`src/rtl/kart_physics.sv`:
```
// Player kart physics: one steer/lookup/integrate step per video frame.
// State | meaning: IDLE wait for frame | STEER turn and speed | WAIT address + ROM latency | MOVE cap and integrate
module kart_physics #(
    parameter int START_X      = 1024,
    parameter int START_Y      = 1024,
    parameter int START_DIR    = 0,
    parameter int TURN_RATE    = 3,
    parameter int ACCEL        = 2,
    parameter int BRAKE        = 4,
    parameter int DRAG         = 1,
    parameter int MAX_SPEED    = 64,
    parameter int OFF_SPEED    = 16,
    parameter int OFFROAD_TILE = 0
) (
    input  logic               clk_in,
    input  logic               rst_in,
    input  logic               frame_in,
    input  logic               accel_in,
    input  logic               brake_in,
    input  logic               left_in,
    input  logic               right_in,
    output logic [8:0]         trig_addr_out,
    input  logic signed [10:0] cos_in,
    input  logic signed [10:0] sin_in,
    output logic [7:0]         track_addr_out,
    input  logic [3:0]         tile_in,
    output logic [8:0]         direction_out,
    output logic [10:0]        player_x_out,
    output logic [10:0]        player_y_out,
    output logic [7:0]         speed_out,
    output logic               busy_out,
    output logic               step_done_out
);
    typedef enum logic [1:0] {IDLE, STEER, WAIT, MOVE} state_t;

    localparam logic [8:0]  TURN9    = 9'(TURN_RATE);
    localparam logic [7:0]  ACCEL8   = 8'(ACCEL);
    localparam logic [7:0]  BRAKE8   = 8'(BRAKE);
    localparam logic [7:0]  DRAG8    = 8'(DRAG);
    localparam logic [7:0]  MAX8     = 8'(MAX_SPEED);
    localparam logic [7:0]  OFF8     = 8'(OFF_SPEED);
    localparam logic [3:0]  OFF_TILE = 4'(OFFROAD_TILE);
    localparam logic signed [21:0] POS_MAX = 22'sd1048575;

    state_t      state, state_nxt;
    logic [1:0]  wait_cnt;
    logic [8:0]  dir;
    logic [19:0] pos_x, pos_y;
    logic [7:0]  speed;
    logic        step_done;

    logic [9:0]  dir_sum;
    logic [8:0]  dir_turn;
    logic [8:0]  spd_acc;
    logic [7:0]  speed_steer;
    logic [7:0]  speed_cap;
    logic [7:0]  cap;
    logic signed [19:0] prod_s, prod_c, dx, dy;
    logic signed [21:0] x_sum, y_sum;
    logic [19:0] x_new, y_new;

    always_ff @(posedge clk_in) begin
        if (!rst_in) state <= IDLE;
        else         state <= state_nxt;
    end

    always_comb begin
        state_nxt = state;
        case (state)
            IDLE:    if (frame_in) state_nxt = STEER;
            STEER:   state_nxt = WAIT;
            WAIT:    if (wait_cnt == 2'd0) state_nxt = MOVE;
            MOVE:    state_nxt = IDLE;
            default: state_nxt = IDLE;
        endcase
    end

    always_comb begin
        dir_sum     = {1'b0, dir} + {1'b0, TURN9};
        dir_turn    = dir;
        if (right_in && !left_in)
            dir_turn = (dir_sum >= 10'd360) ? 9'(dir_sum - 10'd360) : dir_sum[8:0];
        else if (left_in && !right_in)
            dir_turn = (dir < TURN9) ? 9'(dir + 9'd360 - TURN9) : 9'(dir - TURN9);

        // Brake wins over accel; all paths saturate instead of wrapping.
        spd_acc     = {1'b0, speed} + {1'b0, ACCEL8};
        if (brake_in)
            speed_steer = (speed < BRAKE8) ? 8'd0 : 8'(speed - BRAKE8);
        else if (accel_in)
            speed_steer = spd_acc[8] ? 8'hFF : spd_acc[7:0];
        else
            speed_steer = (speed < DRAG8) ? 8'd0 : 8'(speed - DRAG8);

        cap       = (tile_in == OFF_TILE) ? OFF8 : MAX8;
        speed_cap = (speed > cap) ? cap : speed;

        prod_s = $signed({1'b0, speed_cap}) * sin_in;
        prod_c = $signed({1'b0, speed_cap}) * cos_in;
        dx     = -(prod_s >>> 4);
        dy     = prod_c >>> 4;
        x_sum  = $signed({2'b00, pos_x}) + {{2{dx[19]}}, dx};
        y_sum  = $signed({2'b00, pos_y}) + {{2{dy[19]}}, dy};

        // Clamp at the world edges rather than wrapping around.
        if (x_sum < 0)            x_new = 20'd0;
        else if (x_sum > POS_MAX) x_new = 20'hFFFFF;
        else                      x_new = x_sum[19:0];
        if (y_sum < 0)            y_new = 20'd0;
        else if (y_sum > POS_MAX) y_new = 20'hFFFFF;
        else                      y_new = y_sum[19:0];
    end

    always_ff @(posedge clk_in) begin
        if (!rst_in) begin
            wait_cnt  <= 2'd0;
            dir       <= 9'(START_DIR);
            pos_x     <= {11'(START_X), 9'd0};
            pos_y     <= {11'(START_Y), 9'd0};
            speed     <= 8'd0;
            step_done <= 1'b0;
        end else begin
            step_done <= (state == MOVE);
            if (state == STEER) begin
                wait_cnt <= 2'd2;
                dir      <= dir_turn;
                speed    <= speed_steer;
            end else if (state == WAIT && wait_cnt != 2'd0) begin
                wait_cnt <= wait_cnt - 2'd1;
            end
            if (state == MOVE) begin
                speed <= speed_cap;
                pos_x <= x_new;
                pos_y <= y_new;
            end
        end
    end

    assign trig_addr_out  = dir;
    assign track_addr_out = {pos_y[19:16], pos_x[19:16]};
    assign direction_out  = dir;
    assign player_x_out   = pos_x[19:9];
    assign player_y_out   = pos_y[19:9];
    assign speed_out      = speed;
    assign busy_out       = (state != IDLE);
    assign step_done_out  = step_done;
endmodule
```
`config.mk`:
```
export PLATFORM = sky130hd
export DESIGN_NAME = kart_physics
export DESIGN_NICKNAME = d
export VERILOG_FILES = /design/src/rtl/kart_physics.sv
export SDC_FILE = /design/constraint.sdc
export NUM_CORES = 1
export LEC_CHECK = 0
export CORE_UTILIZATION = 55
export DETAILED_ROUTE_END_ITERATION = 12
export PLACE_DENSITY_LB_ADDON = 0.05
export SETUP_SLACK_MARGIN = 0.4
export SLEW_MARGIN = 20
export SYNTH_ARGS = -nofsm -noshare
export SYNTH_HDL_FRONTEND = slang
export SYNTH_SLANG_ARGS = --single-unit
```
`constraint.sdc`:
```
create_clock -name clk_in -period 9 [get_ports clk_in]
set_clock_uncertainty 0.15 [all_clocks]
set_input_delay 1.35 -clock clk_in [delete_from_list [all_inputs] [get_ports clk_in]]
set_output_delay 1.35 -clock clk_in [all_outputs]
set_load 0.03 [all_outputs]
```
Word-level counts from Yosys, hierarchy flattened
Index checks and enable logic that the tools add are counted.
W data, S select, Z words.
{ "classes": {"order_cmp": 9, "n_eq_ne": 5, "multipliers": 2, "n_reduce_logical": 16, "muxes": 22, "addsub": 12, "n_bitwise": 1} }
{ "op_table": {"columns": ["operator", "count"], "rows": [
  ["$mux W20", 4],
  ["$mux W8", 8],
  ["$gt A22 B21 Y1 const B", 2],
  ["$lt A22 B1 Y1 const B", 2],
  ["$mul A9 B11 Y20", 2],
  ["$mux W9", 4],
  ["$add A21 B16 Y22", 1],
  ["$add A21 B20 Y22", 1],
  ["$neg A16 Y20", 1],
  ["$sub A9 B2 Y9 const B", 2],
  ["$add A9 B2 Y10 const B", 1],
  ["$ge A10 B9 Y1 const B", 1],
  ["$reduce_bool A2 Y1", 5],
  ["$add A8 B2 Y9 const B", 1],
  ["$add A9 B9 Y9 const B", 1],
  ["$lt A9 B2 Y1 const B", 1],
  ["$sub A9 B9 Y9 const B", 1],
  ["$gt A8 B7 Y1", 1],
  ["$lt A8 B1 Y1 const B", 1],
  ["$lt A8 B3 Y1 const B", 1],
  ["$mux W2", 4],
  ["$pmux W2 S4", 1],
  ["$sub A8 B1 Y8 const B", 1],
  ["$sub A8 B3 Y8 const B", 1],
  ["12 further kinds", 19]
]} }
{ "totals": {"ff_bits": 62, "wordCells": 75} }

Depth between registers and ports, before layout
{ "depth": {"depth_word": 10, "mapped_depth": 37} }

Least setup slack after synthesis
Ideal clock, no wire load.
{ "synth_path": {"kind": "input port to flip-flop", "from": "input tile_in[3]", "to": "register pos_y[10]", "setup_slack_ns": -0.033, "t_arrival_ns": 8.766, "n_path_buf": 2, "setup_ns": 0.118, "cell_stages": 33, "t_required_ns": 8.732, "path_cell_list": "nor4_1 -> o21ai_0 -> a31oi_1 -> o22a_1 -> nor2_1 -> mux2_2 -> clkbuf_1 -> nand2_1 -> fa_1 -> fa_1 -> inv_1 -> fa_1 -> inv_1 -> fa_1 -> inv_1 -> ha_1 -> a21boi_0 -> o21ai_0 -> a21boi_0 -> o21bai_1 -> nand2_1 -> xor2_1 -> ha_1 -> and4_1 -> a21boi_1 -> a2111oi_4 -> nor3_2 -> o41a_1 -> and3_1 -> mux2_2 -> nand2_4 -> buf_6 -> a21oi_2"} }
{ "synth_via": {"elab_chain_cells": 9, "word_cells_on_any_way": 10, "cone_classes": "add/sub (1); mul (1); order compare (3); mux (4); reduce/logical (1)"} }
{ "synth_lines": {"columns": ["item", "line_no", "rtl"], "rows": [
  ["start: declaration", "26", "input logic [3:0] tile_in,"],
  ["$logic_not A4 Y1 (*)", "95", "cap = (tile_in == OFF_TILE) ? OFF8 : MAX8;"],
  ["$mux W7 (*)", "95", null],
  ["$gt A8 B7 Y1", "96", "speed_cap = (speed > cap) ? cap : speed;"],
  ["$mux W8 (*)", "96", null],
  ["$mul A9 B11 Y20 (*)", "99", "prod_c = $signed({1'b0, speed_cap}) * cos_in;"],
  ["$add A21 B16 Y22 (*)", "103", "y_sum = $signed({2'b00, pos_y}) + {{2{dy[19]}}, dy};"],
  ["$gt A22 B21 Y1", "110", "else if (y_sum > POS_MAX) y_new = 20'hFFFFF;"],
  ["$mux W20", "110", null],
  ["$mux W20 (*)", "109", "if (y_sum < 0) y_new = 20'd0;"],
  ["end signal: assignment", "119", "pos_y <= {11'(START_Y), 9'd0};"],
  ["end signal: assignment", "134", "pos_y <= y_new;"],
  ["end: declaration", "48", "logic [19:0] pos_x, pos_y;"]
]} }
Mark *: on every way between the ends. The rest lies on a longest branch, timed or not.
A chain may end at the register's enable or synchronous reset.

Final worst setup path
{ "layout_path": {"from": "input tile_in[2]", "to": "register pos_y[16]"} }
Same word-level chain as after synthesis.

==> results.ini <==
[timing]
relSlewSlack = 0.402
finalHoldViolCount = 0
fin_setup_tns_ns = 0
layout_min_cycle_time_ns = 8.56
rsz0062_at_grt = yes
max_freq_ghz = 0.117
setup_viol = 0
fin_ws_ns = 0.438
worst_pin_slew_ns = 0.897
finalCritPeriodShare = 0.951
drv_slew = 0

[placement]
dpl.hpwl_um = 23300
portBuffers = 90
gp_congestion = 0.888
place_worst_setup_slack_ns = -0.522

[yosys]
syn_avg_cell_area_um2 = 8.01
yosysMostFrequentCell = inv_1
ys_seq_elements = 62
synth_warnings = 0
synth_top_family_by_area = adder cells
yosys.area_share.adder = 0.366
synth_mux_area_frac = 0.00825
synth_cell_type_count = 75
yosys-top-cells-count = inv_1, fa_1, nand2_1
netlist_area_um2 = 12400
synth-simple-area-share = 0.178
synth_top_cell_by_area = fa_1
ys_seq_area_frac = 0.0998
synthXorXnorAreaFrac = 0.0542
syn_inst = 1553
synth_flop_cell = dfxtp_1
synth_area_leaders = fa_1, ha_1, dfxtp_1
synth-compound-area-share = 0.169
async_flop_share = 0
synth_top_area_share = 0.235
synth_edf_count = 0

[cts]
cts_buffer_depth = 2
cts_tree = yes
htreeDepth = 3
ctsHoldBuffers = 0
insertion_delay_ns = 0.34
clkTransAtPathRegs_ns = 0.06
cts_buffers = 9
cts-root-buf = clkbuf_16
clock_sinks = 62

[global_routing]
grt_antenna_before_repair = 0
grt_pass1_vias = 11000
grt_start_max_net_pins = 47
overflow = 0
grtUsageTotal = 0.264
grt_pass1_wl_um = 50900

[setup_path]
worst_path_largest_cell_delay_ns = 0.57
crit_path_end_kind = register
crit_fanout = 6
path_common_cell = fa_1
critPathLaunchType = primary input
cpMaxStageDelayCell = fa_1
worstPathRequired_ns = 9.12
arrival_ns = 8.68
criticalPathCategory = in -> reg

[status]
violations = DRC
status = complete, but fails checks

[min_path]
hp-class = reg -> reg

[die]
dieArea_um2 = 23200
coreArea_um2 = 22000
rows = 54
start_util = 0.565
die_h_um = 152
chipWidth_um = 152
io_pins = 91

[final_layout]
drive_gt1_frac = 0.212
nFillCells = 1756
area_delta_synth_final_pct = 27.6
post-route-util = 0.721
nets = 2098
antenna_cells = 0

[routing]
drc = 7
antenna_left = 0
drt_pass1_iterations = 9
drtIter0Drc = 336
wl_um = 30100
post_drt_wl_per_cell_um = 14.5
via_count = 11000
viasPerCell = 5.30

[flow_run]
cap_violations = 0

placed cells by master, fill, tap and decap left out, drive strengths merged, types with 34 or more instances in the layout:
master,Yosys,routed
clkdlybuf4s50,0,86
nand2,145,145
a21oi,79,79
fa,146,146
nor3,33,34
and2,73,73
o21ai,99,99
nor2,62,62
inv,276,276
dfxtp,62,62
buf,46,204
xnor2,55,55
ha,130,130
timing repair:
action                     in CTS  in global routing
setup endpoints to repair      40                 40
cloned                          4                  2
pin swaps                      65                 88
setup buffers                  16                 15
gates resized for setup        89                 87
flip-flops by register name (all words and copies together) (netlist names):
signal / count
pos_x: 20
pos_y: 20
direction_out: 9
speed_out: 8
state: 2
wait_cnt: 2
step_done_out: 1
cell families (layout without fill, tap and decap cells):
logic type                 count (synthesis)  after routing
muxes                                     10             11
and+or+nand+nor                          439            440
xor gates and xnor gates                  77             77
adders and majority gates                276            276
buffers and inverters                    368            585
other                                      2             24
AOI/OAI and AO/OA                        319            319
DFF                                       62             62
critical path, delay by kind of cell:
kind                     cells  cell delay, ns
AND/OR/NAND/NOR              8            1.48
multiplexers                 2            0.66
buffers and inverters        4            0.37
adder cells (fa/ha/maj)      6            2.49
AO/OA/AOI/OAI               11            2.14
XOR/XNOR                     1            0.18
final cells by class:
class                      count  area, um^2  area share
inverter                     276        1040      0.0652
sequential                    62        1240      0.0782
clock inverter                 4        45.0     0.00284
multi-input combinational   1147       10400       0.656
timing repair buffer         293        2530       0.159
clock buffer                  12         256      0.0162
tap                          280         350      0.0221
worst paths after layout:
check / cells past startpoint / startpoint / slack (ns) / endpoint
min reg2reg: 2 / pos_x[4] / 0.29 / pos_x[4]
max reg2reg: 34 / speed_out[3] / 0.86 / pos_y[16]
max: 32 / tile_in[2] / 0.44 / pos_y[16]
min: 2 / pos_x[4] / 0.29 / pos_x[4]
routing by layer:
layer  routed length, um  track usage  up-vias
li1                    -            -     5479
met1               13200        0.325     5296
met2               15500        0.482      178
met3                 849       0.0296       43
met4                 639       0.0773        0
met5                   0            0        -
stage by stage:
| step | instance area (um^2) | hold WS, ns | cells |
|---|---|---|---|
| 2_1_floorplan | 12600 | 0.266 | 1575 |
| 3_3_place_gp | 14700 | 0.274 | 2021 |
| 3_5_place_dp | 14700 | 0.287 | 2021 |
| 4_1_cts | 15400 | 0.296 | 2057 |
| 5_1_grt | 15900 | 0.320 | 2074 |
| 6_report | 15900 | 0.293 | 2074 |
Power is left out: the tool's default activity adds up to more than one toggle a clock period on the data nets, which glitch-free logic cannot reach.
